**src/rtl/rom_arb_pkg.sv**
```systemverilog
// Shared port indices and the response word type for the ROM port arbiter.
package rom_arb_pkg;

  localparam int NPORTS  = 2;
  localparam int PORT_IF = 0;
  localparam int PORT_LD = 1;

  typedef struct packed {
    logic        err;
    logic [31:0] data;
  } rom_resp_t;

endpackage

```
**src/rtl/rom_resp_slot.sv**
```systemverilog
// Single-entry response register with valid/ready handshake; a load wins over a take.
module rom_resp_slot
  import rom_arb_pkg::*;
(
  input  logic      clk,
  input  logic      reset,
  input  logic      load,
  input  rom_resp_t load_resp,
  input  logic      take,
  output logic      valid,
  output rom_resp_t resp
);

  always_ff @(posedge clk or posedge reset) begin
    if (reset) begin
      valid <= 1'b0;
      resp  <= '0;
    end else if (load) begin
      valid <= 1'b1;
      resp  <= load_resp;
    end else if (take) begin
      valid <= 1'b0;
    end
  end

endmodule

```
**src/rtl/rom_port_arbiter.sv**
```systemverilog
// Shares a combinational single-port ROM between instruction fetch (port 0) and
// data load (port 1); round-robin on contention, one-cycle registered responses.
module rom_port_arbiter
  import rom_arb_pkg::*;
#(
  parameter int DEPTH = 128,
  parameter int AW    = 12,
  parameter int CW    = 16
) (
  input  logic          clk,
  input  logic          reset,
  input  logic          req_valid_0,
  input  logic [AW-1:0] req_addr_0,
  output logic          req_ready_0,
  output logic          resp_valid_0,
  output logic [31:0]   resp_data_0,
  output logic          resp_err_0,
  input  logic          resp_ready_0,
  input  logic          req_valid_1,
  input  logic [AW-1:0] req_addr_1,
  output logic          req_ready_1,
  output logic          resp_valid_1,
  output logic [31:0]   resp_data_1,
  output logic          resp_err_1,
  input  logic          resp_ready_1,
  output logic [AW-1:0] rom_addr,
  input  logic [31:0]   rom_inst,
  output logic [CW-1:0] contention_cnt
);

  localparam logic [AW-2:0] WORD_LIM = (AW-1)'(DEPTH);
  localparam logic [CW-1:0] CNT_MAX  = '1;

  function automatic logic addr_err(input logic [AW-1:0] a);
    return (a[1:0] != 2'b00) || ({1'b0, a[AW-1:2]} >= WORD_LIM);
  endfunction

  function automatic rom_resp_t make_resp(input logic [AW-1:0] a, input logic [31:0] inst);
    rom_resp_t r;
    r.err  = addr_err(a);
    r.data = r.err ? 32'h0 : inst;
    return r;
  endfunction

  logic      rr_ptr;
  logic      elig_0, elig_1;
  logic      grant_0, grant_1;
  rom_resp_t grant_resp_p0;
  rom_resp_t slot_resp_0, slot_resp_1;

  assign elig_0  = req_valid_0 && (!resp_valid_0 || resp_ready_0);
  assign elig_1  = req_valid_1 && (!resp_valid_1 || resp_ready_1);
  assign grant_0 = elig_0 && (!elig_1 || (rr_ptr == 1'(PORT_IF)));
  assign grant_1 = elig_1 && (!elig_0 || (rr_ptr == 1'(PORT_LD)));

  assign req_ready_0   = grant_0;
  assign req_ready_1   = grant_1;
  assign rom_addr      = grant_1 ? req_addr_1 : req_addr_0;
  assign grant_resp_p0 = make_resp(rom_addr, rom_inst);

  always_ff @(posedge clk or posedge reset) begin
    if (reset) begin
      rr_ptr         <= 1'(PORT_IF);
      contention_cnt <= '0;
    end else begin
      if (grant_0)
        rr_ptr <= 1'(PORT_LD);
      else if (grant_1)
        rr_ptr <= 1'(PORT_IF);
      if (elig_0 && elig_1 && (contention_cnt != CNT_MAX))
        contention_cnt <= contention_cnt + 1'b1;
    end
  end

  // Stage p0 -> p1: granted ROM word is captured in the requester's response slot
  rom_resp_slot u_slot_0 (
    .clk       (clk),
    .reset     (reset),
    .load      (grant_0),
    .load_resp (grant_resp_p0),
    .take      (resp_ready_0),
    .valid     (resp_valid_0),
    .resp      (slot_resp_0)
  );

  rom_resp_slot u_slot_1 (
    .clk       (clk),
    .reset     (reset),
    .load      (grant_1),
    .load_resp (grant_resp_p0),
    .take      (resp_ready_1),
    .valid     (resp_valid_1),
    .resp      (slot_resp_1)
  );

  assign resp_data_0 = slot_resp_0.data;
  assign resp_err_0  = slot_resp_0.err;
  assign resp_data_1 = slot_resp_1.data;
  assign resp_err_1  = slot_resp_1.err;

endmodule

```
**config.mk**
```make
export PLATFORM = sky130hd
export DESIGN_NAME = rom_port_arbiter
export DESIGN_NICKNAME = d
export VERILOG_FILES = /design/src/rtl/rom_arb_pkg.sv /design/src/rtl/rom_resp_slot.sv /design/src/rtl/rom_port_arbiter.sv
export SDC_FILE = /design/constraint.sdc
export NUM_CORES = 1
export LEC_CHECK = 0
export CAP_MARGIN = 25
export CORE_ASPECT_RATIO = 0.75
export CORE_UTILIZATION = 28
export CTS_CLUSTER_DIAMETER = 200
export DETAILED_ROUTE_END_ITERATION = 12
export GPL_ROUTABILITY_DRIVEN = 0
export PLACE_DENSITY = 0.61
export SLEW_MARGIN = 15
export SYNTH_ARGS = -nofsm -noshare
export SYNTH_HDL_FRONTEND = slang
export SYNTH_SLANG_ARGS = --single-unit
```
**constraint.sdc**
```tcl
create_clock -name clk -period 3 [get_ports clk]
set_clock_uncertainty 0.15 [all_clocks]
set_input_delay 0.6 -clock clk [delete_from_list [all_inputs] [get_ports clk]]
set_output_delay 0.6 -clock clk [all_outputs]
set_load 0.01 [all_outputs]
```
==> results of run 1 <==
[per-layer routing]
metal,vias up,GRT usage (%),share of wire [%]
met1,1423,24.3,50
met5,-,0,0
met2,107,24.0,43
li1,1364,-,-
met4,0,4.47,1.0
met3,11,4.27,5.7
[layout by cell type (no fill, tap or decap), types with 3 or more instances in the layout]
master	instances
nor4_1	4
buf_4	7
a21oi_1	8
mux2_2	19
dfrtp_1	85
a22o_1	64
buf_2	12
clkbuf_16	9
xor2_1	4
nand4_1	6
a31oi_1	5
clkdlybuf4s50_1	144
and4_1	3
buf_12	5
and3_1	4
nand3_1	6
nand2_1	10
inv_1	4
[how the worst max path moves through the flow]
stage / to / slack [ns]
finish: req_ready_0 / 0.12
global route: req_ready_0 / 0.06
CTS: req_ready_1 / 0.01
detailed placement: rom_addr[8] / -0.29
global placement: rom_addr[9] / -0.26
floorplan: contention_cnt[0] / 0.06
[power by group]
group / internal (mW) / leakage [nW] / switching [mW]
Combinational: 0.311 / 1.19 / 0.269
Clock: 0.733 / 0.152 / 0.459
Sequential: 1.21 / 1.16 / 0.0870
Total: 2.26 / 2.50 / 0.815
[sequential cells by signal, indices dropped and copies added, names as in the netlist]
| signal | flops |
|---|---|
| u_slot_0.resp | 33 |
| u_slot_1.resp | 33 |
| contention_cnt | 16 |
| rr_ptr | 1 |
| u_slot_0.valid | 1 |
| u_slot_1.valid | 1 |
[critical path: stages]
cell             delay (ns)
clkdlybuf4s50_1        0.47
buf_4                  0.17
a311o_2                0.32
inv_1                  0.06
clkdlybuf4s50_1        0.52
[cell families (layout without fill, tap and decap cells)]
logic type | after synthesis | after routing | synth area share, %
simple gates | 47 | 47 | 8.25
buf+inv | 23 | 194 | 3.59
flops | 85 | 85 | 60.5
compound gates | 86 | 86 | 20.3
xor+xnor | 4 | 4 | 0.996
mux | 19 | 19 | 6.08
fa+ha+maj | 1 | 1 | 0.356
[timing repair]
item | in CTS | in global routing
setup buffers | 3 | 0
endpoints found under the setup margin | 12 | 3
pin swaps | 1 | 1
gates resized for setup | 53 | 3
[cell type report]
type	count	area [µm²]	area share (%)
clock inverters	7	97.6	1.72
inverters	6	23.8	0.419
flip-flops and latches	85	2130	37.5
well taps	166	208	3.66
clock buffers	9	225	3.97
multi-input cells	157	1280	22.7
repair buffers	172	1700	30.0
==> metrics.yaml, run 1 <==
global_routing:
  antenna_found_initial: 0
  grt_usage_pct: 16.6
  grt_pass1_wl_um: 16700
  grt_max_degree: 46
  grt_pass1_vias: 2982
  grt.overflow.total: 0
clock_network:
  cts_root_buffer: "clkbuf_16"
  cts_buffers: 9
  clock-sinks: 85
  clk_pin_slew_ns: 0.06
  insertion_delay_ns: 0.33
  hold_buffers: 0
  cts_buffer_depth: 2
  cts_htree_levels: 3
  cts_tree: "done"
critical_path:
  rrSetupSlack_ns: 0.53
  rr_endpoint: "u_slot_1.resp[11]"
  startpoint: "req_valid_1"
  worst_setup_path_end_kind: "primary output"
  timing.rr.start: "u_slot_0.valid"
  rr_worst_depth: 9
  cp-start-kind: "input pin"
  path_class: "input pin to primary output"
  crit_fanout: 4
  worst_ep_required_time_ns: 2.25
  arrival_ns: 2.13
layout:
  area_growth_pct: 61.1
  fin_area_mm2: 0.00567
  final_cell_count_no_fill: 602
  final_layout_size_suffix_gt1_share_pct: 16.1
  utilization_pct: 46.2
  fillCellCount: 1113
  nets: 494
  diodes: 0
yosys:
  syn-instance-count: 265
  synthDistinctLibCells: 34
  syn_area_per_cell_um2: 13.3
  synth_nets: 328
  synthesis.area_mm2: 0.00352
  yosysWarnings: 0
  synthTopCellsByCount: "dfrtp_1 (85), a22o_1 (64), mux2_2 (19)"
  synth_top_area_cell: "dfrtp_1"
  yosysTopAreaCellShare_pct: 60.5
  synth_edf_count: 0
  synth.most_common_cell: "dfrtp_1"
  postSynth.asyncResetShare_pct: 100
  ys_ff_latch: 85
  ys_seq_area_share_pct: 60.5
  synthFlopType: "dfrtp_1"
  yosys-top-cells-area: "dfrtp_1 (60%), a22o_1 (16%), mux2_2 (6.1%), buf_6 (1.3%), a21oi_1 (1.1%)"
floorplan:
  dieArea_mm2: 0.0130
  core_mm2: 0.0123
  num_io_pins: 160
  start_util_pct: 28.7
  die_width_um: 131
  fp.dieH_um: 99.1
  rows: 35
place:
  place_area_mm2: 0.00536
  dp_worst_setup_slack_ns: -0.287
  portBuffers: 159
  dp_hpwl_um: 7010
  post-place-cells: 583
hold_path:
  hold_class: "register to register"
  min_path_cells: 1
  hold_path_end: "u_slot_1.resp[22]"
  hold_start: "u_slot_1.resp[22]"
routing:
  routedWlPerCell_um: 17.2
  routed_wl_um: 10400
  vias: 2905
  drc_errors: 0
  ant_nets: 0
  dr.pass1.iters: 4
  viasPerCell: 4.83
  drt-initial-drc-count: 109
timing:
  max_freq_ghz: 0.347
  finalHoldViolCount: 0
  max_slew.worst_pin.slew_ns: 0.518
  timing.final.crit_share_pct: 96.1
  setup_slack_ns: 0.118
  slew_violations: 0
  setup_viol: 0
  relSlewSlack_pct: 65.5
  period_needed_ns: 2.88
  final.setup.tns_ns: 0
  timing.hold.ws_ns: 0.353
  grt_setup_unrepaired: "false"
job:
  maxCapViolCount: 0
run_status:
  status: "complete, no violations"
power:
  total_power_mw: 3.07
  cellPowerDensity_mw_per_mm2: 542
  p_leak_nw: 2.50
  peakVddDrop_v: 0.000265
(Power assumes the default switching activity.)
==> run 2: changes to the inputs <==
- ABC_CLOCK_PERIOD_IN_PS: unset -> 3000
- CORE_MARGIN: unset -> 3
- PLACE_DENSITY: 0.61 -> unset
==> metrics.yaml, run 2 (synthesized netlist as in run 1, its figures left out) <==
routing:
  drc_errors: 0
  dr.pass1.iters: 4
  routedWlPerCell_um: 18.2
  routed_wl_um: 10900
  ant_nets: 0
  viasPerCell: 4.96
  drt-initial-drc-count: 201
  vias: 2978
global_routing:
  grt_max_degree: 86
  grt_usage_pct: 15.9
  antenna_found_initial: 0
  grt_pass1_wl_um: 17200
  grt_pass1_vias: 3110
  grt.overflow.total: 0
layout:
  final_cell_count_no_fill: 601
  diodes: 0
  layout_commonest_cell: "clkdlybuf4s50_1"
  mostFrequentLayoutCells: "clkdlybuf4s50_1 (144), dfrtp_1 (85), a22o_1 (64)"
  area_growth_pct: 61.1
  final_layout_size_suffix_gt1_share_pct: 15.7
  top_regs: "u_slot_0.resp x33, u_slot_1.resp x33, contention_cnt x16"
  nets: 497
critical_path:
  critPathSlowestCell: "clkdlybuf4s50_1"
  crit_family: "buffers and inverters"
  cp-start-kind: "input pin"
  worst_setup_path_end_kind: "primary output"
  cp_slowest_stage_delay_ns: 0.49
  crit_fanout: 7
  arrival_ns: 2.17
  path_class: "input pin to primary output"
  cp_cell_sequence: "clkdlybuf4s50_1, nor2b_2, o311ai_4, buf_6, buf_12, mux2_2, buf_2"
  critPathBufInv: 4
  worst_ep_required_time_ns: 2.25
clock_network:
  clock-sinks: 85
  hold_buffers: 0
  cts_htree_levels: 3
  cts_buffers: 9
  cts_buffer_depth: 2
  cts_tree: "done"
  insertion_delay_ns: 0.33
  clk_pin_slew_ns: 0.06
  cts_root_buffer: "clkbuf_16"
place:
  post-place-cells: 581
  dp_worst_setup_slack_ns: -0.349
  portBuffers: 159
  dp_hpwl_um: 7660
floorplan:
  dieArea_mm2: 0.0140
  num_io_pins: 160
  rows: 34
  die_width_um: 135
  core_mm2: 0.0119
  start_util_pct: 29.5
  fp.dieH_um: 103
timing:
  setup_viol: 0
  relSlewSlack_pct: 53.1
  period_needed_ns: 2.92
  timing.final.crit_share_pct: 97.4
  slew_violations: 0
  setup_slack_ns: 0.0791
  grt_setup_unrepaired: "false"
  max_slew.worst_pin.slew_ns: 0.701
  finalHoldViolCount: 0
  max_freq_ghz: 0.342
power:
  cellPowerDensity_mw_per_mm2: 537
  peakVddDrop_v: 0.000281
  p_leak_nw: 2.50
run_status:
  status: "complete, no violations"
hold_path:
  hold_class: "register to register"
job:
  maxCapViolCount: 0
[run 2: timing repair]
action | in CTS | in global routing
gates resized for setup | 55 | 1
setup buffers | 3 | 0
gates cloned | 1 | 0
setup endpoints to repair | 13 | 14
pin swaps | 1 | 1
[run 2: cell type report]
type	instances	area (µm²)
fillers	1073	6240
flip-flops and latches	85	2130
repair buffers	175	1720
multi-input cells	157	1280
clock buffers	12	236
well taps	162	203
clock inverters	4	72.6
inverters	6	23.8
[run 2: stage by stage]
| stage | util, % | hold WS (ns) | TNS, ns | area [µm²] | power [mW] |
|---|---|---|---|---|---|
| final | 47.6 | 0.356 | 0 | 5670 | 3.05 |
| after global placement | 45.0 | 0.339 | -4.32 | 5360 | 1.90 |
| after floorplan | - | 0.349 | 0 | 3520 | 1.55 |
| after CTS | 47.6 | 0.357 | 0 | 5670 | 3.10 |
| after global routing | 47.6 | 0.368 | 0 | 5670 | 3.20 |
| after detailed placement | 45.0 | 0.340 | -5.28 | 5360 | 1.91 |
[run 2: worst register-to-register path: stages (launching register included)]
cell and delay [ns]:
dfrtp_1 0.35, nor2b_2 0.21, o311ai_4 0.11, buf_6 0.15, buf_16 0.13, buf_4 0.21, nor3_4 0.61, buf_12 0.25
a22o_1 0.16
[run 2: path summary, 6_finish.rpt]
path / startpoint / end / slack, ns / cells past startpoint
setup / recovery: resp_ready_0 / rom_addr[10] / 0.08 / 7
hold / removal: u_slot_0.resp[24] / u_slot_0.resp[24] / 0.36 / 1
setup reg to reg: u_slot_0.valid / u_slot_1.resp[19] / 0.61 / 8
hold reg to reg: u_slot_0.resp[24] / u_slot_0.resp[24] / 0.36 / 1
max in group asynchronous: reset / contention_cnt[13] / 1.78 / 3
min in group asynchronous: reset / contention_cnt[9] / 0.56 / 3
[run 2: power breakdown]
group | leakage, nW | total (mW) | switching (mW) | internal (mW)
Clock | 0.147 | 1.16 | 0.428 | 0.729
Combinational | 1.20 | 0.590 | 0.271 | 0.319
Sequential | 1.16 | 1.30 | 0.0876 | 1.21
[run 2: layer usage]
metal  global-route usage [%]  vias up  part of all wire [%]
li1                         -     1363                     -
met1                     20.9     1478                    45
met2                     24.9      126                    46
met3                     6.10       11                   7.8
met4                     4.03        0                   1.0
met5                        0        -                     0
==> run 3: changes to the inputs <==
- CAP_MARGIN: 25 -> unset
==> results of run 3 <==
Final layout, timing and power as in run 2 (identical DEF).
